<file path="config.mk">
export PLATFORM = sky130hd
export DESIGN_NAME = serial_word_link
export DESIGN_NICKNAME = d
export VERILOG_FILES = /design/src/rtl/serial_word_link.sv
export SDC_FILE = /design/constraint.sdc
export NUM_CORES = 1
export LEC_CHECK = 0
export CORE_ASPECT_RATIO = 1.25
export CORE_MARGIN = 2
export CORE_UTILIZATION = 35
export DETAILED_ROUTE_END_ITERATION = 8
export MAX_ROUTING_LAYER = met4
export SYNTH_ARGS = -nofsm -noshare
export SYNTH_HDL_FRONTEND = slang
export SYNTH_SLANG_ARGS = --single-unit
export TNS_END_PERCENT = 100
</file>
<file path="constraint.sdc">
create_clock -name clk -period 1.5 [get_ports clk]
set_input_delay 0.3 -clock clk [delete_from_list [all_inputs] [get_ports clk]]
set_output_delay 0.3 -clock clk [all_outputs]
set_load 0.005 [all_outputs]
</file>
<file path="src/rtl/serial_word_link.sv">
// Word-level front/back end for a single-bit serial processing element:
// shifts a word out LSB-first, then reassembles the returned serial stream.
module serial_word_link #(
  parameter int WIDTH   = 8,
  parameter int RET_LAT = 1
) (
  input  logic             clk,
  input  logic             reset,
  input  logic             in_valid,
  output logic             in_ready,
  input  logic [WIDTH-1:0] in_data,
  output logic             ser_clr,
  output logic             ser_out,
  input  logic             ser_in,
  output logic             out_valid,
  output logic [WIDTH-1:0] out_data,
  output logic             busy
);

  typedef enum logic [2:0] {IDLE, CLR, SHIFT, DRAIN, DONE} state_t;

  localparam int CW = $clog2(WIDTH + RET_LAT);
  localparam logic [CW-1:0] LAST_BIT   = CW'(WIDTH - 1);
  localparam logic [CW-1:0] LAST_DRAIN = CW'(RET_LAT - 1);

  state_t             state, state_next;
  logic [CW-1:0]      cnt;
  logic [WIDTH-1:0]   shreg;
  logic [WIDTH-1:0]   cap;
  logic [WIDTH-1:0]   cap_next;
  logic [RET_LAT-1:0] dly;
  logic               strobe;
  logic               cap_en;

  always_ff @(posedge clk) begin
    if (reset) state <= IDLE;
    else       state <= state_next;
  end

  always_comb begin
    state_next = state;
    in_ready   = 1'b0;
    ser_clr    = 1'b0;
    ser_out    = 1'b0;
    out_valid  = 1'b0;
    busy       = 1'b1;
    strobe     = 1'b0;
    case (state)
      IDLE: begin
        busy     = 1'b0;
        in_ready = !reset;
        if (in_valid) state_next = CLR;
      end
      CLR: begin
        ser_clr    = 1'b1;
        state_next = SHIFT;
      end
      SHIFT: begin
        ser_out = shreg[0];
        strobe  = 1'b1;
        if (cnt == LAST_BIT) state_next = DRAIN;
      end
      DRAIN: begin
        if (cnt == LAST_DRAIN) state_next = DONE;
      end
      DONE: begin
        out_valid  = 1'b1;
        state_next = IDLE;
      end
      default: state_next = IDLE;
    endcase
  end

  // The bit strobe travels through the same latency as the downstream loop,
  // so the capture register only samples ser_in when a returned bit is due.
  assign cap_en   = dly[RET_LAT-1];
  assign cap_next = cap_en ? {ser_in, cap[WIDTH-1:1]} : cap;

  always_ff @(posedge clk) begin
    if (reset) begin
      cnt      <= '0;
      shreg    <= '0;
      cap      <= '0;
      dly      <= '0;
      out_data <= '0;
    end else begin
      dly[0] <= strobe;
      for (int i = 1; i < RET_LAT; i++) dly[i] <= dly[i-1];
      cap <= cap_next;
      case (state)
        IDLE: begin
          if (in_valid) shreg <= in_data;
        end
        CLR: begin
          cnt <= '0;
          cap <= '0;
        end
        SHIFT: begin
          shreg <= shreg >> 1;
          cnt   <= (cnt == LAST_BIT) ? '0 : cnt + 1'b1;
        end
        DRAIN: begin
          cnt <= cnt + 1'b1;
          // The last returned bit arrives on this edge, so take it directly.
          if (cnt == LAST_DRAIN) out_data <= cap_next;
        end
        default: ;
      endcase
    end
  end

endmodule

</file>
Yosys cells after proc, flatten, opt, wreduce, memory -nomap -nowiden
Cells that the tools add are included.
{ "classes": {"n_eq_ne": 8, "n_addsub": 1, "reduce_logical": 9, "n_mux": 15} }
{ "ops": {"columns": ["op", "n"], "rows": [
  ["two-way mux 8 bit", 2],
  ["case mux 8 bit (2 select lines)", 1],
  ["case mux 3 bit (4 select lines)", 1],
  ["case mux 4 bit (3 select lines)", 1],
  ["two-way mux 3 bit", 3],
  ["equality test 3 x 2 -> 1 bit (second input constant)", 2],
  ["two-way mux 1 bit", 6],
  ["inequality test 2 bit (second input constant)", 3],
  ["adder 4 x 1 -> 4 bit (second input constant)", 1],
  ["equality test 4 x 3 -> 1 bit (second input constant)", 1],
  ["zero test 4 bit", 1],
  ["two-way mux 4 bit", 1],
  ["AND reduction 2 bit", 2],
  ["equality test 3 x 1 -> 1 bit (second input constant)", 1],
  ["equality test 3 bit (second input constant)", 1],
  ["zero test 3 bit", 1],
  ["AND reduction 3 bit", 1],
  ["nonzero test 3 bit", 1],
  ["nonzero test 2 bit", 1],
  ["OR reduction 2 bit", 1],
  ["zero test 1 bit", 1]
]} }
{ "totals": {"wordCells": 39, "output_inout_bits": 13, "input_bits": 12, "reg_bits": 32} }

Logic depth before layout (Yosys ltp)
{ "logic_depth": {"depth_word": 3, "depth_mapped": 8, "depth_no_buf": 6} }

Worst setup path before layout
No wires, ideal clock.
{ "synth_path": {"path_kind": "reg2reg", "start": "register cnt[0]", "end": "register out_data[7]", "setup_slack_ps": 84, "required_ps": 1366, "path_buffers": 2, "path_stages_with_launch": 9, "arrival_time_ps": 1282, "setup_time_ps": 134, "synth_period_minus_slack_ps": 1416, "path_cell_list": "dfxtp_1 inv_1 ha_1 and4bb_1 nor2b_4 buf_6 buf_12 nor2_2 a211oi_2"} }
{ "synth_via": {"elab_chain_len": 2} }
{ "synth_lines": {"columns": ["element", "line_no", "source"], "rows": [
  ["start, declared", "27", "logic [CW-1:0] cnt;"],
  ["start signal, assigned", "100", "cnt <= (cnt == LAST_BIT) ? '0 : cnt + 1'b1;"],
  ["start signal, assigned", "103", "cnt <= cnt + 1'b1;"],
  ["zero test 4 bit", "105", "if (cnt == LAST_DRAIN) out_data <= cap_next;"],
  ["AND reduction 2 bit (no line)", null, null],
  ["end signal, assigned", "105", null],
  ["end, declared", "16", "output logic [WIDTH-1:0] out_data,"]
]} }
No other way between the ends.
A chain may end at the register's enable or synchronous reset.

Worst setup path after layout
{ "layout_path": {"start": "register state[1]", "end": "output busy"} }
{ "layout_via": {"elab_chain_len": 2} }
{ "layout_lines": {"columns": ["element", "line_no", "source"], "rows": [
  ["start, declared", "26", "state_t state, state_next;"],
  ["start signal, assigned", "37", "else state <= state_next;"],
  ["zero test 3 bit", "48", "case (state)"],
  ["two-way mux 1 bit", "48", null],
  ["end, declared", "17", "output logic busy"]
]} }
No other way between the ends.

==> impl_metrics.toml <==
[min_path]
min_to = "out_data[3]"
min_path_cells = 2
hp-class = "flop to flop"
hp-start = "out_data[3]"

[route]
dr.first_iter.drc_count = 34
vias_per_cell = 4.84
wl_per_cell_microns = 12.2
vias = 1175
ant_nets = 0
finalWirelength_microns = 2970
dr.pass1.iters = 4
drc = 0

[sta]
period_share_pct = 103
setup_tns_ns = -0.0746
worstMarginPinSlew_ns = 0.444
rsz0062_at_grt = "yes"
slew_viol_final = 0
fmax_mhz = 650
slew_headroom_pct = 70.4
finalSetupViolCount = 2
hold_viol_final = 0
min_period_ns = 1.54
finalClockSkew_ns = 0.00329
worst_slack_ns = -0.0392

[placement]
place_congestion = 0.840
pre_cts_ws_ns = -0.215
dp_hpwl_microns = 2000
dp_cells = 227
io_buffer_count = 24

[synthesis]
synth_seq_cells = 32
synth_nets = 158
syn-instance-count = 144
synth-main-ff-cell = "dfxtp_1"
synth_compound_area_share_pct = 14.7
synthAdderAreaFrac_pct = 1.78
synth_edf_count = 0
yosysSeqAreaShare_pct = 45.6
yosys.area.top_type = "dfxtp_1"
synth.area.mux_share_pct = 12.2
synth_xor_area_share_pct = 0
synth_area_leaders = "dfxtp_1, mux2i_1, nor2_1, a211oi_1, a211oi_2"
synth_top_family_by_area = "simple AND/OR/NAND/NOR gates"
yosysUniqueCellTypes = 35
ys_warn_count = 0
synthSimpleGateAreaFrac_pct = 19.2
avgSynthCellArea_sq_um = 9.76
postSynth.asyncResetShare_pct = 0
syn-cell-area_sq_um = 1410
synth_top_cell_area_share_pct = 45.6

[clock_tree]
htree_num_levels = 2
cts_tree = "done"
clock_path_buffers = 2
clk_pin_slew_worst_paths_ns = 0.06
clkLatencyLatePin_ns = 0.28
cts-root-buf = "clkbuf_8"
numCtsBuffers = 5
hold_buffers = 0
cts_sinks = 32

[final_layout]
seqCellArea_sq_um = 649
final_util_pct = 52.9
diodes = 0
fillers = 376
syn_to_final_growth_pct = 43.5
fin_nets = 202
fin_cells = 243
multiInputGateArea_sq_um = 733
layout-drive-gt1-share_pct = 32.3

[global_routing]
grt_overflow = 0
antenna_found_initial = 0
grt_pass1_wl_microns = 4840
grt_pass1_vias = 1102
grt_max_degree = 26
grtUsageTotal_pct = 15.0

[power_and_ir_drop]
p_int_mw = 1.45
max-vdd-ir-drop_uv = 547
power_frac_clock_pct = 35.1
p_seq_share_pct = 47.7
p_leak_nw = 0.750
powerDensity_nw_per_um2 = 949
switchingPower_mw = 0.464
combPwrFrac_pct = 17.3
swShare_pct = 24.3
finalPower_mw = 1.91

[die]
start_util_pct = 36.8
dieArea_sq_um = 4540
ios = 25
num_rows = 25
core_area_sq_um = 3820
die_y_microns = 74.8
die_w_microns = 60.7

[critical_path]
r2r-start = "cnt[1]"
rr_endpoint = "out_data[4]"
ff2ff_setup_slack_ns = 0.07
critPathKind = "flop to primary output"
ff2ff_path_depth = 7
cp-end-kind = "primary output"
required_ns = 1.20
worstPathMaxFanout = 3
cp-start-kind = "flop"
arrival_ns = 1.24

[run]
drv_cap = 0

[status]
violations = "setup timing"
status = "complete, but fails checks"
[synth_stat cells (2+ instances only)]
library cell	number
or2_2	2
nand2b_1	2
a21oi_1	3
nor2_1	30
mux2i_1	16
a211oi_1	13
buf_2	3
clkbuf_1	3
o21ai_0	3
inv_1	3
nand3_1	2
buf_6	2
and2_1	3
dfxtp_1	32
nor2b_1	2
nor3_1	3
ha_1	2
a211oi_2	2
a22oi_1	2
[power groups by stage]
stage	logic (mW)	clock network, mW	registers [mW]
after floorplan	0.166	0	0.923
after global placement	0.276	0	0.933
after detailed placement	0.282	0	0.935
after CTS	0.322	0.700	0.912
after global routing	0.358	0.738	0.917
final	0.330	0.671	0.913
[per-stage QoR]
step / hold slack (ns) / cell area, sq um
6_report: 0.491 / 2020
3_5_place_dp: 0.490 / 1780
5_1_grt: 0.516 / 2020
3_3_place_gp: 0.483 / 1780
2_1_floorplan: 0.456 / 1410
4_1_cts: 0.500 / 1990
[flip-flops by register name, indices dropped and copies added, names as in the netlist]
register,flops
cap,8
cap_en,1
cnt,4
out_data,8
state,3
shreg,8
[worst max-delay path, stage by stage (launching register included)]
cell and delay, ns:
dfxtp_2 0.32, or3_4 0.41, buf_6 0.13, buf_6 0.10
[cell usage in the layout (no fill, tap or decap), drive strengths merged]
master,count
mux2,1
buf,28
o21a,1
nand2,1
nor2,32
inv,3
a211oi,15
clkdlybuf4s15,1
and2,3
ha,2
a2bb2oi,1
a31oi,1
nand3,2
dfxtp,32
nor2b,3
nand2b,3
a21oi,3
a21o,1
o21ai,3
a2111oi,1
and4bb,1
a22oi,2
clkbuf,8
mux2i,16
or2,2
or3,1
nor3,3
clkdlybuf4s50,19
[layout make-up]
| cell class | instances | area share, % |
|---|---|---|
| clock buffer | 8 | 4.47 |
| multi-input combinational | 98 | 36.4 |
| inverter | 3 | 0.558 |
| sequential | 32 | 32.2 |
| timing repair buffer | 48 | 23.1 |
| tap | 54 | 3.35 |
[logic make-up after synthesis]
group,after synthesis
and+or+nand+nor,51
adders and majority gates,2
AOI/OAI and AO/OA,28
muxes,17
DFF,32
buffers and inverters,14
[how the worst max path moves through the flow]
| stage | start | endpoint | slack, ns | cells past startpoint |
|---|---|---|---|---|
| after floorplan | cnt[0] | out_data[7] | 0.08 | 8 |
| after global placement | reset | in_ready | -0.23 | 3 |
| after detailed placement | reset | in_ready | -0.21 | 3 |
| after CTS | state[1] | busy | -0.05 | 3 |
| after global routing | state[1] | in_ready | -0.09 | 3 |
| final | state[1] | busy | -0.04 | 3 |
[layer usage]
| metal | part of all wire, % | global-route usage (%) | up-vias |
|---|---|---|---|
| met4 | 1.9 | 5.80 | 0 |
| met3 | 5.0 | 5.15 | 5 |
| met5 | 0 | - | - |
| met2 | 51 | 24.7 | 31 |
| met1 | 42 | 16.4 | 545 |
| li1 | - | - | 594 |
[timing repair]
item,4_1_cts,5_1_grt
cloned,1,0
pin swaps,4,7
setup endpoints to repair,10,20
gates resized for setup,40,10
buffers inserted,7,3
Power figures use the tool's default switching activity.
